$ cat src/rtl/alu_pkg.sv
// Shared ALU opcode constants and the multiply sequencer state encoding.
package alu_pkg;

  localparam logic [3:0] ALU_ADD  = 4'b0000;
  localparam logic [3:0] ALU_SUB  = 4'b0001;
  localparam logic [3:0] ALU_AND  = 4'b0010;
  localparam logic [3:0] ALU_NOR  = 4'b0011;
  localparam logic [3:0] ALU_OR   = 4'b0100;
  localparam logic [3:0] ALU_SLT  = 4'b0101;
  localparam logic [3:0] ALU_BEQ  = 4'b0110;
  localparam logic [3:0] ALU_BNE  = 4'b0111;
  localparam logic [3:0] ALU_BGEZ = 4'b1111;

  typedef enum logic [1:0] {
    IDLE = 2'd0,
    RUN  = 2'd1,
    DONE = 2'd2
  } seq_state_e;

endpackage

$ cat src/rtl/alu_src_mux.sv
// ALU input ownership mux: the multiply sequencer wins while it owns the ALU,
// otherwise the EX-stage request passes straight through.
module alu_src_mux #(
  parameter int WIDTH = 32
) (
  input  logic             own,
  input  logic [3:0]       ex_alu_ctrl,
  input  logic [WIDTH-1:0] ex_entr1,
  input  logic [WIDTH-1:0] ex_entr2,
  input  logic [3:0]       seq_alu_ctrl,
  input  logic [WIDTH-1:0] seq_entr1,
  input  logic [WIDTH-1:0] seq_entr2,
  output logic [3:0]       alu_ctrl,
  output logic [WIDTH-1:0] entr1,
  output logic [WIDTH-1:0] entr2
);

  assign alu_ctrl = own ? seq_alu_ctrl : ex_alu_ctrl;
  assign entr1    = own ? seq_entr1    : ex_entr1;
  assign entr2    = own ? seq_entr2    : ex_entr2;

endmodule

$ cat src/rtl/alu_mult_seq.sv
// MULTU sequencer: 32 shift-add iterations through the shared ALU adder,
// stalling the pipeline while it owns the ALU inputs.
//
// state | meaning
// IDLE  | ALU passes EX request through; waits for start
// RUN   | one shift-add iteration per cycle, pipeline stalled
// DONE  | hi/lo freshly valid, done pulses, ALU back to pipeline
module alu_mult_seq
  import alu_pkg::*;
#(
  parameter int WIDTH = 32,
  parameter int CNT_W = $clog2(WIDTH) + 1
) (
  input  logic             clk,
  input  logic             rst_n,
  input  logic             start,
  input  logic [WIDTH-1:0] op_a,
  input  logic [WIDTH-1:0] op_b,
  input  logic [3:0]       ex_alu_ctrl,
  input  logic [WIDTH-1:0] ex_entr1,
  input  logic [WIDTH-1:0] ex_entr2,
  output logic [3:0]       alu_ctrl,
  output logic [WIDTH-1:0] entr1,
  output logic [WIDTH-1:0] entr2,
  input  logic [WIDTH-1:0] alu_result,
  output logic             busy,
  output logic             stall,
  output logic             done,
  output logic [WIDTH-1:0] hi,
  output logic [WIDTH-1:0] lo
);

  localparam logic [1:0] ST_IDLE = IDLE;
  localparam logic [1:0] ST_RUN  = RUN;
  localparam logic [1:0] ST_DONE = DONE;

  logic [1:0]         state;
  logic [2*WIDTH-1:0] prod_q;
  logic [2*WIDTH-1:0] prod_next;
  logic [WIDTH-1:0]   mcand_q;
  logic [CNT_W-1:0]   count_q;
  logic               own;
  logic               carry;
  logic               last_iter;
  logic [3:0]         seq_alu_ctrl;
  logic [WIDTH-1:0]   seq_entr1;
  logic [WIDTH-1:0]   seq_entr2;

  assign own          = (state == ST_RUN);
  assign seq_alu_ctrl = ALU_ADD;
  assign seq_entr1    = prod_q[2*WIDTH-1:WIDTH];
  assign seq_entr2    = prod_q[0] ? mcand_q : '0;

  // The ALU add is modulo WIDTH; a wrapped sum is smaller than either addend.
  assign carry     = (alu_result < seq_entr1);
  assign prod_next = {carry, alu_result, prod_q[WIDTH-1:1]};
  assign last_iter = (count_q == CNT_W'(WIDTH - 1));

  assign busy  = (state != ST_IDLE);
  assign stall = own;
  assign done  = (state == ST_DONE);

  alu_src_mux #(
    .WIDTH(WIDTH)
  ) u_src_mux (
    .own          (own),
    .ex_alu_ctrl  (ex_alu_ctrl),
    .ex_entr1     (ex_entr1),
    .ex_entr2     (ex_entr2),
    .seq_alu_ctrl (seq_alu_ctrl),
    .seq_entr1    (seq_entr1),
    .seq_entr2    (seq_entr2),
    .alu_ctrl     (alu_ctrl),
    .entr1        (entr1),
    .entr2        (entr2)
  );

  always_ff @(posedge clk or negedge rst_n) begin
    if (!rst_n) begin
      state   <= ST_IDLE;
      prod_q  <= '0;
      mcand_q <= '0;
      count_q <= '0;
    end else begin
      case (state)
        ST_IDLE: begin
          if (start) begin
            prod_q  <= {{WIDTH{1'b0}}, op_b};
            mcand_q <= op_a;
            count_q <= '0;
            state   <= ST_RUN;
          end
        end
        ST_RUN: begin
          prod_q  <= prod_next;
          count_q <= count_q + CNT_W'(1);
          if (last_iter) begin
            state <= ST_DONE;
          end
        end
        ST_DONE: state <= ST_IDLE;
        default: state <= ST_IDLE;
      endcase
    end
  end

  // Results are captured from the final iteration so they are valid during DONE.
  always_ff @(posedge clk or negedge rst_n) begin
    if (!rst_n) begin
      hi <= '0;
      lo <= '0;
    end else if (own && last_iter) begin
      hi <= prod_next[2*WIDTH-1:WIDTH];
      lo <= prod_next[WIDTH-1:0];
    end
  end

endmodule

$ cat config.mk
export PLATFORM = sky130hd
export DESIGN_NAME = alu_mult_seq
export DESIGN_NICKNAME = d
export VERILOG_FILES = /design/src/rtl/alu_pkg.sv /design/src/rtl/alu_src_mux.sv /design/src/rtl/alu_mult_seq.sv
export SDC_FILE = /design/constraint.sdc
export NUM_CORES = 1
export LEC_CHECK = 0
export ABC_AREA = 1
export CORE_ASPECT_RATIO = 1.75
export CORE_UTILIZATION = 45
export CTS_CLUSTER_DIAMETER = 120
export DETAILED_ROUTE_END_ITERATION = 10
export PLACE_DENSITY = 0.9
export SLEW_MARGIN = 20
export SYNTH_ARGS = -nofsm -noshare
export SYNTH_HDL_FRONTEND = slang
export SYNTH_SLANG_ARGS = --single-unit
export TNS_END_PERCENT = 50
$ cat constraint.sdc
create_clock -name clk -period 1.95 [get_ports clk]
set_input_delay 0.195 -clock clk [delete_from_list [all_inputs] [get_ports clk]]
set_output_delay 0.195 -clock clk [all_outputs]
set_load 0.005 [all_outputs]
---- Yosys cells after proc, flatten, opt, wreduce, memory -nomap -nowiden ----
Cells that the tools add are included.
cells by class
  multiplexer cells ....................... 11
  add/sub/neg operators ................... 1
  reductions and logical operators ........ 7
  order comparisons ....................... 1
  eq/ne operators ......................... 5
operators by type and width
  cell                                                                      number
  64-bit one-hot mux with 2 select lines                                    1
  32-bit 2-to-1 mux                                                         3
  64-bit 2-to-1 mux                                                         1
  32-bit less-than comparator                                               1
  6-bit one-hot mux with 2 select lines                                     1
  6-bit by 1-bit adder with 6-bit output (second input constant)            1
  6-bit by 5-bit == test with 1-bit output (second input constant)          1
  6-bit 2-to-1 mux                                                          1
  2-bit AND reduction                                                       3
  2-bit 2-to-1 mux                                                          2
  4-bit 2-to-1 mux                                                          1
  2-bit one-hot mux with 2 select lines                                     1
  2-bit nonzero test                                                        2
  2-bit by 1-bit == test with 1-bit output (second input constant)          1
  2-bit == test (second input constant)                                     1
  2-bit logical NOT                                                         1
  2-bit by 1-bit inequality test with 1-bit output (second input constant)  1
  2-bit inequality test (second input constant)                             1
  1-bit logical AND                                                         1
word-level totals
  register bits after elaboration ......... 168
  bits of input ports ..................... 167
  word-level logic and storage cells ...... 31

---- Depth between registers and ports, before layout ----
  depth after elaboration ................. 3
  depth in mapped cells ................... 13

---- Modules after synthesis ----
From an unflattened synthesis, not the netlist that was laid out.
second synthesis, totals
  cell total of the unflattened synthesis .. 1054
  area total of the unflattened synthesis .. 8331.7 um^2
modules (own cells, without submodules)
  module        sequential area each (um^2)  times used  cells each  area an instance (um^2)
  alu_mult_seq  4204.0                       1           834         7457.2
  alu_src_mux   0.0                          1           220         874.6

---- Worst setup path after synthesis ----
Ideal clock, no wire load.
  path type ............................... reg2reg
  from .................................... register count_q[0]
  to ...................................... register hi[25]
  arrival ................................. 1.473 ns
  library setup time ...................... 0.130 ns
  period minus slack after synthesis ...... 1.603 ns
  required time ........................... 1.820 ns
  cell stages (with the launch flop) ...... 14
  setup slack ............................. 0.347 ns
  buffers on the path ..................... 3
  cells stage by stage .................... dfrtp_1 -> ha_1 -> nand2_1 -> nor2_1 -> inv_1 -> nor2_1 -> inv_1 -> nor2_2 -> nand2_1 -> buf_6 -> buf_6 -> buf_6 -> nand2_1 -> o21ai_1
between the ends
  longest elaborated chain between the ends .. 2
RTL lines
  element                                   RTL line             text
  from (decl)                               alu_mult_seq.sv:41   logic [CNT_W-1:0] count_q;
  from (signal assigned)                    alu_mult_seq.sv:96   count_q <= count_q + CNT_W'(1);
  6-bit by 5-bit == test with 1-bit output  alu_mult_seq.sv:57   assign last_iter = (count_q == CNT_W'(WIDTH - 1));
  1-bit logical AND                         alu_mult_seq.sv:112  end else if (own && last_iter) begin
  to (signal assigned)                      alu_mult_seq.sv:113  hi <= prod_next[2*WIDTH-1:WIDTH];
  to (decl)                                 alu_mult_seq.sv:29   output logic [WIDTH-1:0] hi,
No other way between the ends.
A chain may end at the register's enable or synchronous reset.

---- Worst setup path after layout ----
  from .................................... register state[1]
  to ...................................... output port entr2[1]
between the ends
  longest elaborated chain between the ends .. 2
RTL lines
  element                                   RTL line            text
  from (decl)                               alu_mult_seq.sv:37  logic [1:0] state;
  from (signal assigned)                    alu_mult_seq.sv:80  state <= ST_IDLE;
  from (signal assigned)                    alu_mult_seq.sv:91  state <= ST_RUN;
  from (signal assigned)                    alu_mult_seq.sv:98  state <= ST_DONE;
  2-bit by 1-bit == test with 1-bit output  alu_mult_seq.sv:49  assign own = (state == ST_RUN);
  32-bit 2-to-1 mux                         alu_src_mux.sv:20   assign entr2 = own ? seq_entr2 : ex_entr2;
  to (decl)                                 alu_mult_seq.sv:24  output logic [WIDTH-1:0] entr2,
No other way between the ends.

==> run metrics <==
area growth from synthesis to layout 50.5%; flip-flop and latch count after synthesis 168; area leader, netlist sky130_fd_sc_hd__dfrtp_1; path category of the worst min-delay check input port to asynchronous set/reset pin; Antenna Nets Post-Route 0; root buffer cell sky130_fd_sc_hd__clkbuf_16; Least-Margin Pin Slew 440 ps; weighted congestion at the end of routability-driven global placement 0.874; warning count from the yosys run 0; Util after Layout 0.697; routed wire length 23600 µm; Relative slew margins 0.707; clock tree from TritonCTS done; Post-Syn Area 7930 µm²; EDFF count, synth 0; result of the run finished with violations; initial cell density of the core 0.463; grt total ovfl 0; number of cell rows 63; cell at the slowest stage of the critical path sky130_fd_sc_hd__clkdlybuf4s50_1; DRC violations left 0; largest fanout on the critical path 19; smallest setup slack after layout -193 ps; count of input and output buffers 301; minimum period implied by the final worst setup slack 2140 ps; Unique masters post-synth 22; Final TNS setup -3820 ps; proportion of layout cells with a drive suffix above 1 0.0596; DR WL/cell 15.9 µm; Worst EP required 1750 ps; buffer levels on the longest clock path 2; Arr. time, crit path 1950 ps; maximum frequency from static timing analysis 467 MHz; hold slack 301 ps; vias after detailed routing 7613; worst clock skew 18.5 ps; global-route wire length before repair 36700 µm; Final Hold Violating Endpoints 0; initial antenna violation count 0; NumNets Final 1445; Setup violations, final 28; DP HPWL 18000 µm; met2 global-route usage 0.484; Top delay family on crit path buffers and inverters; final period utilization 1.10; clock transition at the registers of the reported paths 70 ps; number of buffer and inverter stages on the critical path 2; Max Transition Viols Final 0; Pre-antenna DRT Iters 5; Inserted Clock Buffers 17; Die Outline Area 18200 µm²; setup slack of the worst register-to-register path 210 ps; register cell area after layout 4200 µm²; cell-by-cell listing of the critical path nor2_4 > buf_6 > nand3_1 > nand2_1 > clkdlybuf4s50_1; most crowded layer after global routing met2; number of global-route vias before repair 7619; H-tree levels 4; top area cells in the synthesized netlist sky130_fd_sc_hd__dfrtp_1 53%, sky130_fd_sc_hd__nand2_1 14%, sky130_fd_sc_hd__inv_1 5.6%, sky130_fd_sc_hd__o21ai_0 5.6%, sky130_fd_sc_hd__ha_1 5.1%; placeable core area 17100 µm²; sequential share of the synthesized area 0.530; Maximum Capacitance Violations 0; post-synthesis instance total 954; combined global-route utilization of all metal layers 0.265; type of element capturing the critical path output port; FILL cells 1320; TritonCTS sink count 168; type of the setup path with the least slack register to output port; setup repair after global routing missed its margin true; Die X 102 µm; met1 capacity usage during global routing 0.286; diode insertion count for antenna repair 0; static leakage power 0.00590 µW; Peak supply drop 0.694 mV; pin count of the biggest net entering global routing 51; violated checks setup timing; crit path launch type register; starting DRC count in detailed routing 349; Via density 5.12; multi-input combinational cell area 3030 µm²; Async SR Flop Fraction 1.00; Synth Area per Inst 8.31 µm²; die span in y 178 µm; clk_lat worst skew 420 ps; top_reg_cell synth sky130_fd_sc_hd__dfrtp_1; global-route met3 utilization 0.0488; net count after synthesis 1153; power density normalized to cell area 1480 nW/µm²; post-synth top area share 0.530; slowest cell delay on critical path 510 ps; number of top-level pins 302
## final timing paths
kind	startpoint	end	depth (start not counted)
max reg2reg	count_q[1]	lo[20]	11
min reg2reg	mcand_q[31]	mcand_q[31]	2
min	rst_n	lo[15]	2
max	state[1]	entr2[1]	5
min in group clk	op_a[14]	mcand_q[14]	3
max in group asynchronous	rst_n	lo[27]	3
## registers in the layout, summed over array words and instances (netlist names)
name,flops
count_q,6
lo,32
hi,32
mcand_q,32
prod_q,64
state,2
## cell type report
type	instances	share of cell area
clock buffers	18	0.0368
clock inverters	14	0.0155
inverters	120	0.0380
multi-input cells	610	0.254
flip-flops and latches	168	0.352
well taps	227	0.0238
repair buffers	329	0.279
## per-layer routing
metal | vias to the layer above | part of all wire | routed length (µm)
met5 | - | 0 | 0
met4 | 0 | 0.047 | 1100
met3 | 63 | 0.057 | 1340
met2 | 294 | 0.54 | 12700
met1 | 3580 | 0.36 | 8520
li1 | 3676 | - | -
## power breakdown
part | leakage, µW | switching, µW | total [µW] | internal, µW
combinational | 0.00357 | 3980 | 8150 | 4160
clock | 0.000307 | 1480 | 3570 | 2090
sequential | 0.00203 | 838 | 5930 | 5090
total | 0.00590 | 6300 | 17600 | 11300
## cells by family (layout without fill, tap and decap cells)
| group | after synthesis | in the layout | share of synthesized area |
|---|---|---|---|
| AO/OA/AOI/OAI | 218 | 218 | 0.151 |
| adder cells (fa/ha/maj) | 32 | 32 | 0.0505 |
| buffers and inverters | 176 | 481 | 0.0898 |
| flip-flops | 168 | 168 | 0.530 |
| AND/OR/NAND/NOR | 360 | 360 | 0.178 |
## synth_stat cells (2+ instances only)
master,number
sky130_fd_sc_hd__ha_1,32
sky130_fd_sc_hd__a21oi_1,43
sky130_fd_sc_hd__nand2_1,297
sky130_fd_sc_hd__o21ai_0,89
sky130_fd_sc_hd__buf_1,8
sky130_fd_sc_hd__a22oi_1,4
sky130_fd_sc_hd__clkbuf_1,27
sky130_fd_sc_hd__nand3_1,39
sky130_fd_sc_hd__buf_2,17
sky130_fd_sc_hd__o21ai_1,16
sky130_fd_sc_hd__dfrtp_1,168
sky130_fd_sc_hd__buf_6,4
sky130_fd_sc_hd__nor2_1,18
sky130_fd_sc_hd__o21ai_2,4
sky130_fd_sc_hd__inv_1,119
sky130_fd_sc_hd__o22ai_1,60
sky130_fd_sc_hd__nor3_1,2
sky130_fd_sc_hd__nor2_2,3
## timing repair
action,4_1_cts,5_1_grt
endpoints found under the setup margin,69,69
buffers inserted,2,0
hold buffers,1,0
pin swaps,1,0
endpoints found under the hold margin,41,0
gates resized for setup,46,23
## per-stage QoR
| step | std cells | instance area, µm² | total power, µW | worst slack (ps) |
|---|---|---|---|---|
| after CTS | 1486 | 11900 | 17800 | -206 |
| after detailed placement | 1451 | 11300 | 14400 | 91.3 |
| after global routing | 1486 | 11900 | 19000 | -285 |
| after floorplan | 954 | 7930 | 9650 | 347 |
| final | 1486 | 11900 | 17600 | -193 |
| after global placement | 1451 | 11300 | 14000 | 157 |
## placed cells by master (no fill, tap or decap), types with 2 or more instances in the layout
master | Yosys | final
sky130_fd_sc_hd__nand3_1 | 39 | 39
sky130_fd_sc_hd__nor3_1 | 2 | 2
sky130_fd_sc_hd__clkdlybuf4s15_1 | 0 | 4
sky130_fd_sc_hd__nand2_1 | 297 | 294
sky130_fd_sc_hd__inv_1 | 119 | 117
sky130_fd_sc_hd__dlygate4sd2_1 | 0 | 28
sky130_fd_sc_hd__buf_6 | 4 | 5
sky130_fd_sc_hd__o21ai_0 | 89 | 69
sky130_fd_sc_hd__o21ai_2 | 4 | 4
sky130_fd_sc_hd__inv_2 | 1 | 2
sky130_fd_sc_hd__inv_8 | 0 | 3
sky130_fd_sc_hd__a22oi_1 | 4 | 4
sky130_fd_sc_hd__bufinv_16 | 0 | 3
sky130_fd_sc_hd__nor2_1 | 18 | 17
sky130_fd_sc_hd__nand2_2 | 0 | 2
sky130_fd_sc_hd__buf_12 | 0 | 10
sky130_fd_sc_hd__clkbuf_16 | 0 | 17
sky130_fd_sc_hd__buf_4 | 0 | 13
sky130_fd_sc_hd__ha_1 | 32 | 32
sky130_fd_sc_hd__dlymetal6s2s_1 | 0 | 3
sky130_fd_sc_hd__o22ai_1 | 60 | 60
sky130_fd_sc_hd__inv_6 | 0 | 4
sky130_fd_sc_hd__a21oi_1 | 43 | 43
sky130_fd_sc_hd__o21ai_1 | 16 | 36
sky130_fd_sc_hd__dfrtp_1 | 168 | 168
sky130_fd_sc_hd__nor2_2 | 3 | 3
sky130_fd_sc_hd__clkdlybuf4s50_1 | 0 | 264
sky130_fd_sc_hd__clkinv_2 | 0 | 2
Note: power is estimated with default switching activity, not from simulation.
